`src/rtl/shift_seq_pkg.sv`:
```
// Shared encodings for the shift-register sequencer: register mode selects,
// command op codes and FSM states.
package shift_seq_pkg;

    localparam logic [1:0] SEL_HOLD = 2'b00;
    localparam logic [1:0] SEL_SHR  = 2'b01;
    localparam logic [1:0] SEL_SHL  = 2'b10;
    localparam logic [1:0] SEL_LOAD = 2'b11;

    localparam logic [1:0] OP_CLR   = 2'b00;
    localparam logic [1:0] OP_LOAD  = 2'b01;
    localparam logic [1:0] OP_SHR   = 2'b10;
    localparam logic [1:0] OP_SHL   = 2'b11;

    typedef enum logic [2:0] {
        ST_IDLE  = 3'd0,
        ST_CLR   = 3'd1,
        ST_LOAD  = 3'd2,
        ST_SHIFT = 3'd3,
        ST_DONE  = 3'd4
    } state_e;

endpackage

```
`src/rtl/shift_seq_downcnt.sv`:
```
// Loadable down-counter tracking remaining shift cycles; flags zero and
// the final count so the sequencer can exit on the last shift cycle.
module shift_seq_downcnt
    import shift_seq_pkg::*;
#(
    parameter int CNT_W = 4
) (
    input  logic             clk,
    input  logic             reset_n,
    input  logic             load,
    input  logic [CNT_W-1:0] load_val,
    input  logic             dec,
    input  logic             clr,
    output logic [CNT_W-1:0] cnt,
    output logic             zero,
    output logic             last
);

    localparam logic [CNT_W-1:0] ONE = {{(CNT_W-1){1'b0}}, 1'b1};

    logic [CNT_W-1:0] cnt_d, cnt_q;

    always_comb begin
        cnt_d = cnt_q;
        if (clr) begin
            cnt_d = '0;
        end else if (load) begin
            cnt_d = load_val;
        end else if (dec && (cnt_q != '0)) begin
            cnt_d = cnt_q - ONE;
        end
    end

    always_ff @(posedge clk or negedge reset_n) begin
        if (!reset_n) begin
            cnt_q <= '0;
        end else begin
            cnt_q <= cnt_d;
        end
    end

    assign cnt  = cnt_q;
    assign zero = (cnt_q == '0);
    assign last = (cnt_q == ONE);

endmodule

```
`src/rtl/shift_sequencer.sv`:
```
// Command-driven sequencer for a universal shift register (clear/load/shift).
// Define SHIFT_SEQ_ROTATE_EN to take the fill bit from reg_q (rotate mode).
module shift_sequencer
    import shift_seq_pkg::*;
#(
    parameter int WIDTH = 2,
    parameter int CNT_W = 4
) (
    input  logic             clk,
    input  logic             reset_n,
    input  logic             cmd_valid,
    output logic             cmd_ready,
    input  logic [1:0]       cmd_op,
    input  logic [WIDTH-1:0] cmd_data,
    input  logic [CNT_W-1:0] cmd_count,
    input  logic             cmd_fill,
    input  logic             abort,
    input  logic [WIDTH-1:0] reg_q,
    output logic [1:0]       sel,
    output logic [WIDTH-1:0] par_out,
    output logic             rightshift,
    output logic             leftshift,
    output logic             reg_sync_reset,
    output logic [CNT_W-1:0] busy_cnt,
    output logic             done,
    output logic             aborted
);

    state_e           state_d, state_q;
    logic [1:0]       sel_d, sel_q;
    logic [WIDTH-1:0] par_d, par_q;
    logic             rs_d, rs_q;
    logic             ls_d, ls_q;
    logic             srst_d, srst_q;
    logic             done_d, done_q;
    logic             aborted_d, aborted_q;

    logic             cnt_load, cnt_dec, cnt_clr, cnt_zero, cnt_last;
    logic             fill_r_new, fill_l_new, fill_r_hold, fill_l_hold;

`ifdef SHIFT_SEQ_ROTATE_EN
    // Rotate: the bit leaving one end is fed back into the other end.
    assign fill_r_new  = reg_q[0];
    assign fill_l_new  = reg_q[WIDTH-1];
    assign fill_r_hold = reg_q[0];
    assign fill_l_hold = reg_q[WIDTH-1];
    logic unused_cmd_fill;
    assign unused_cmd_fill = cmd_fill;
`else
    assign fill_r_new  = cmd_fill;
    assign fill_l_new  = cmd_fill;
    assign fill_r_hold = rs_q;
    assign fill_l_hold = ls_q;
    logic unused_reg_q;
    assign unused_reg_q = ^reg_q;
`endif

    shift_seq_downcnt #(.CNT_W(CNT_W)) u_downcnt (
        .clk      (clk),
        .reset_n  (reset_n),
        .load     (cnt_load),
        .load_val (cmd_count),
        .dec      (cnt_dec),
        .clr      (cnt_clr),
        .cnt      (busy_cnt),
        .zero     (cnt_zero),
        .last     (cnt_last)
    );

    always_comb begin
        state_d   = state_q;
        sel_d     = SEL_HOLD;
        par_d     = '0;
        rs_d      = 1'b0;
        ls_d      = 1'b0;
        srst_d    = 1'b0;
        done_d    = 1'b0;
        aborted_d = 1'b0;
        cnt_load  = 1'b0;
        cnt_dec   = 1'b0;
        cnt_clr   = 1'b0;
        case (state_q)
            ST_IDLE: begin
                if (cmd_valid) begin
                    case (cmd_op)
                        OP_CLR: begin
                            state_d = ST_CLR;
                            srst_d  = 1'b1;
                        end
                        OP_LOAD: begin
                            state_d = ST_LOAD;
                            sel_d   = SEL_LOAD;
                            par_d   = cmd_data;
                        end
                        default: begin
                            // A zero-length shift completes without any active cycle.
                            if (cmd_count == '0) begin
                                state_d = ST_DONE;
                                done_d  = 1'b1;
                            end else begin
                                state_d  = ST_SHIFT;
                                cnt_load = 1'b1;
                                if (cmd_op == OP_SHR) begin
                                    sel_d = SEL_SHR;
                                    rs_d  = fill_r_new;
                                end else begin
                                    sel_d = SEL_SHL;
                                    ls_d  = fill_l_new;
                                end
                            end
                        end
                    endcase
                end
            end
            ST_CLR, ST_LOAD: begin
                state_d = ST_DONE;
                done_d  = 1'b1;
            end
            ST_SHIFT: begin
                if (abort) begin
                    state_d   = ST_DONE;
                    done_d    = 1'b1;
                    aborted_d = 1'b1;
                    cnt_clr   = 1'b1;
                end else if (cnt_last || cnt_zero) begin
                    state_d = ST_DONE;
                    done_d  = 1'b1;
                    cnt_dec = 1'b1;
                end else begin
                    cnt_dec = 1'b1;
                    sel_d   = sel_q;
                    if (sel_q == SEL_SHR) begin
                        rs_d = fill_r_hold;
                    end else begin
                        ls_d = fill_l_hold;
                    end
                end
            end
            ST_DONE: begin
                state_d = ST_IDLE;
            end
            default: begin
                state_d = ST_IDLE;
            end
        endcase
    end

    always_ff @(posedge clk or negedge reset_n) begin
        if (!reset_n) begin
            state_q   <= ST_IDLE;
            sel_q     <= SEL_HOLD;
            par_q     <= '0;
            rs_q      <= 1'b0;
            ls_q      <= 1'b0;
            srst_q    <= 1'b0;
            done_q    <= 1'b0;
            aborted_q <= 1'b0;
        end else begin
            state_q   <= state_d;
            sel_q     <= sel_d;
            par_q     <= par_d;
            rs_q      <= rs_d;
            ls_q      <= ls_d;
            srst_q    <= srst_d;
            done_q    <= done_d;
            aborted_q <= aborted_d;
        end
    end

    assign cmd_ready      = (state_q == ST_IDLE);
    assign sel            = sel_q;
    assign par_out        = par_q;
    assign rightshift     = rs_q;
    assign leftshift      = ls_q;
    assign reg_sync_reset = srst_q;
    assign done           = done_q;
    assign aborted        = aborted_q;

endmodule

```
`config.mk`:
```
export PLATFORM = sky130hd
export DESIGN_NAME = shift_sequencer
export DESIGN_NICKNAME = d
export VERILOG_FILES = /design/src/rtl/shift_seq_pkg.sv /design/src/rtl/shift_seq_downcnt.sv /design/src/rtl/shift_sequencer.sv
export SDC_FILE = /design/constraint.sdc
export NUM_CORES = 1
export LEC_CHECK = 0
export ABC_CLOCK_PERIOD_IN_PS = 2650
export BUFFER_PORTS_ARGS = -buffer_cell sky130_fd_sc_hd__buf_2
export CAP_MARGIN = 25
export CORE_MARGIN = 2
export CORE_UTILIZATION = 47
export CTS_CLUSTER_DIAMETER = 80
export DETAILED_ROUTE_END_ITERATION = 12
export PLACE_DENSITY = 0.76
export SYNTH_ARGS = -nofsm -noshare
export SYNTH_HDL_FRONTEND = slang
export SYNTH_SLANG_ARGS = --single-unit
```
`constraint.sdc`:
```
create_clock -name clk -period 2.65 [get_ports clk]
set_clock_uncertainty 0.05 [all_clocks]
set_input_delay 0.1325 -clock clk [delete_from_list [all_inputs] [get_ports clk]]
set_output_delay 0.1325 -clock clk [all_outputs]
set_load 0.03 [all_outputs]
```
==> results.cfg <==
[timing]
setup_total_negative_slack_ns = 0
setup_viol = 0
fin_crit_ns = 1.956
worst_hold_slack_ns = 0.03271
max_freq_mhz = 511.4
final_hold_viol_count = 0
fin_ws_ns = 0.6944
fin_crit_sh_pct = 73.79
worst_pin_slew_ns = 0.6411
slew_headroom_pct = 56.87
rsz0062_at_grt = false
slew_violations = 0

[worst_hold_path]
whs_path_depth = 2
hold_class = primary input to flop

[drt]
routed_wl_um = 1613
drtAntennaViolNets = 0
routedWlPerCell_um = 12.60
viasPerCell = 5.602
drt_iter0_drc = 11
firstDrtPassIters = 4
detail_route.drc_violations = 0
route.vias.total = 717

[pwr]
leakage_nw = 0.4944
irDropWorstVdd_mv = 0.4620
p_total_mw = 0.8968
power.density_mw_per_mm2 = 934.5

[finish]
nFillCells = 140
fin_util_pct = 62.26
diodes = 0
nNetsFinal = 131
drive_gt1_share_pct = 28.57
area_delta_synth_final_pct = 21.75

[floorplanning]
core-area_mm2 = 0.001541
start_util_pct = 51.14
die_h_um = 44.95
pin_count = 29
die_w_um = 44.95
num_rows = 14
die_area_mm2 = 0.002021

[critical_path]
crit_arrival_ns = 2.07
critPathKind = flop to flop
slowest_stage = or4b_4
cp.required_ns = 2.77
crit_chain = or4b_4 -> or3_1 -> a32o_1
cp_slowest_stage_delay_ns = 0.56
worst-path-max-fanout = 9
cp.depth = 3
cp_top_family = simple AND/OR/NAND/NOR gates
path_buf_inv = 0
endpoint_kind = flop
start_kind = flop
reg2reg_depth = 3

[clock_network]
numCtsBuffers = 3
clock_latency_ns = 0.27
cts_max_path_buffers = 2
cts_sinks = 16
cts_max_level = 1
cts_resized = 0
cts_tree = done
path_clk_slew_ns = 0.09
root_buffer = clkbuf_4

[synthesis]
ys_seq_elements = 16
yosysWarnings = 0
netlist_area_um2 = 788.3
synth_flop_cell = dfrtp_1
syn_area_per_cell_um2 = 9.497
synth_area_leaders = dfrtp_1, o21ai_0, inv_1, nand2_1, nor2_1
postSynthCellCount = 83
synth_edf_count = 0
ys_async_sr_fraction_pct = 100.0
synth.top_cell.area_share_pct = 50.79
yosys.area.top_type = dfrtp_1
syn_nets = 100
synth-seq-area-share_pct = 50.79
yosys.cell_types.count = 28
yosysMostFrequentCell = dfrtp_1
synth_common_cells = dfrtp_1, o21ai_0, inv_1, nand2_1, nor2_1

[grt]
grt_util_all_layers_pct = 18.12
grt_pass1_vias = 652
overflow = 0
grt_antenna_before_repair = 0
use_met1_pct = 22.22
grt_use_met3_pct = 5.200
grt_pass1_wl_um = 2691
grt_max_degree = 17
grt_use_met2_pct = 29.71
grt-busiest-layer = met2

[placed_design]
hpwlAfterDp_um = 1254
place_congestion = 0.8276
dp_slack_ns = 0.7201
numPortBuffers = 26

[run_status]
status = finished, final reports clean

[job]
drv_cap = 0
cells by family (layout without fill, tap and decap cells):
family / after synthesis / in the layout / share of synthesized area (%)
muxes: 1 / 1 / 1.270
and+or+nand+nor: 33 / 33 / 22.38
buffers and inverters: 9 / 38 / 5.238
DFF: 16 / 16 / 50.79
adders and majority gates: 2 / 2 / 3.174
xor gates and xnor gates: 1 / 1 / 1.111
AOI/OAI and AO/OA: 21 / 21 / 16.03
state kept, by name, indices dropped and copies added, names as in the netlist:
register / cells
state_q: 3
rightshift: 1
u_downcnt.cnt: 4
sel: 2
leftshift: 1
aborted: 1
done: 1
par_out: 2
reg_sync_reset: 1
placed cells by master, fill, tap and decap left out, drive strengths merged, types with 2 or more instances in the layout:
master,n
nand3,3
o32ai,2
o21ai,9
buf,26
inv,8
ha,2
dfrtp,16
and3,2
clkbuf,3
a21oi,5
nor3,4
nor2,7
nand2,8
through the flow:
step	std cells	area, µm²
finish	128	959.7
global route	128	959.7
CTS	128	959.7
detailed placement	124	927.1
global placement	124	927.1
floorplan	83	788.3
power breakdown:
group          switching [mW]  total (mW)  internal, mW  leakage, nW
Sequential             0.0697       0.376         0.307        0.210
Clock                  0.0685       0.121        0.0526       0.0138
Combinational           0.253       0.399         0.146        0.271
Total                   0.391       0.897         0.505        0.494
timing repair:
action	CTS	global route
hold buffers	1	0
endpoints found under the setup margin	0	0
hold endpoints to repair	16	0
buffers inserted	0	0
layout make-up:
type	count	area, µm²	area share (%)
sequential	16	400.4	41.72
multi-input combinational	58	346.6	36.11
timing repair buffer	27	140.1	14.60
inverter	8	30.03	3.129
clock buffer	3	22.52	2.347
tap	16	20.02	2.086
routing by layer:
layer	share of wire, %	up-vias
li1	-	357
met1	44	332
met2	48	26
met3	6.9	2
met4	0.31	0
met5	0	-
path summary, 6_finish.rpt:
| check | slack [ns] | start | end |
|---|---|---|---|
| worst max-delay path | 0.69 | state_q[1] | u_downcnt.cnt[1] |
| worst min-delay path | 0.03 | cmd_data[0] | par_out[0] |
| worst max register to register | 0.69 | state_q[1] | u_downcnt.cnt[1] |
| worst min register to register | 0.48 | state_q[2] | done |
| max in group asynchronous | 2.06 | reset_n | state_q[1] |
| min in group asynchronous | 0.24 | reset_n | par_out[1] |
Note: power is estimated with default switching activity, not from simulation.
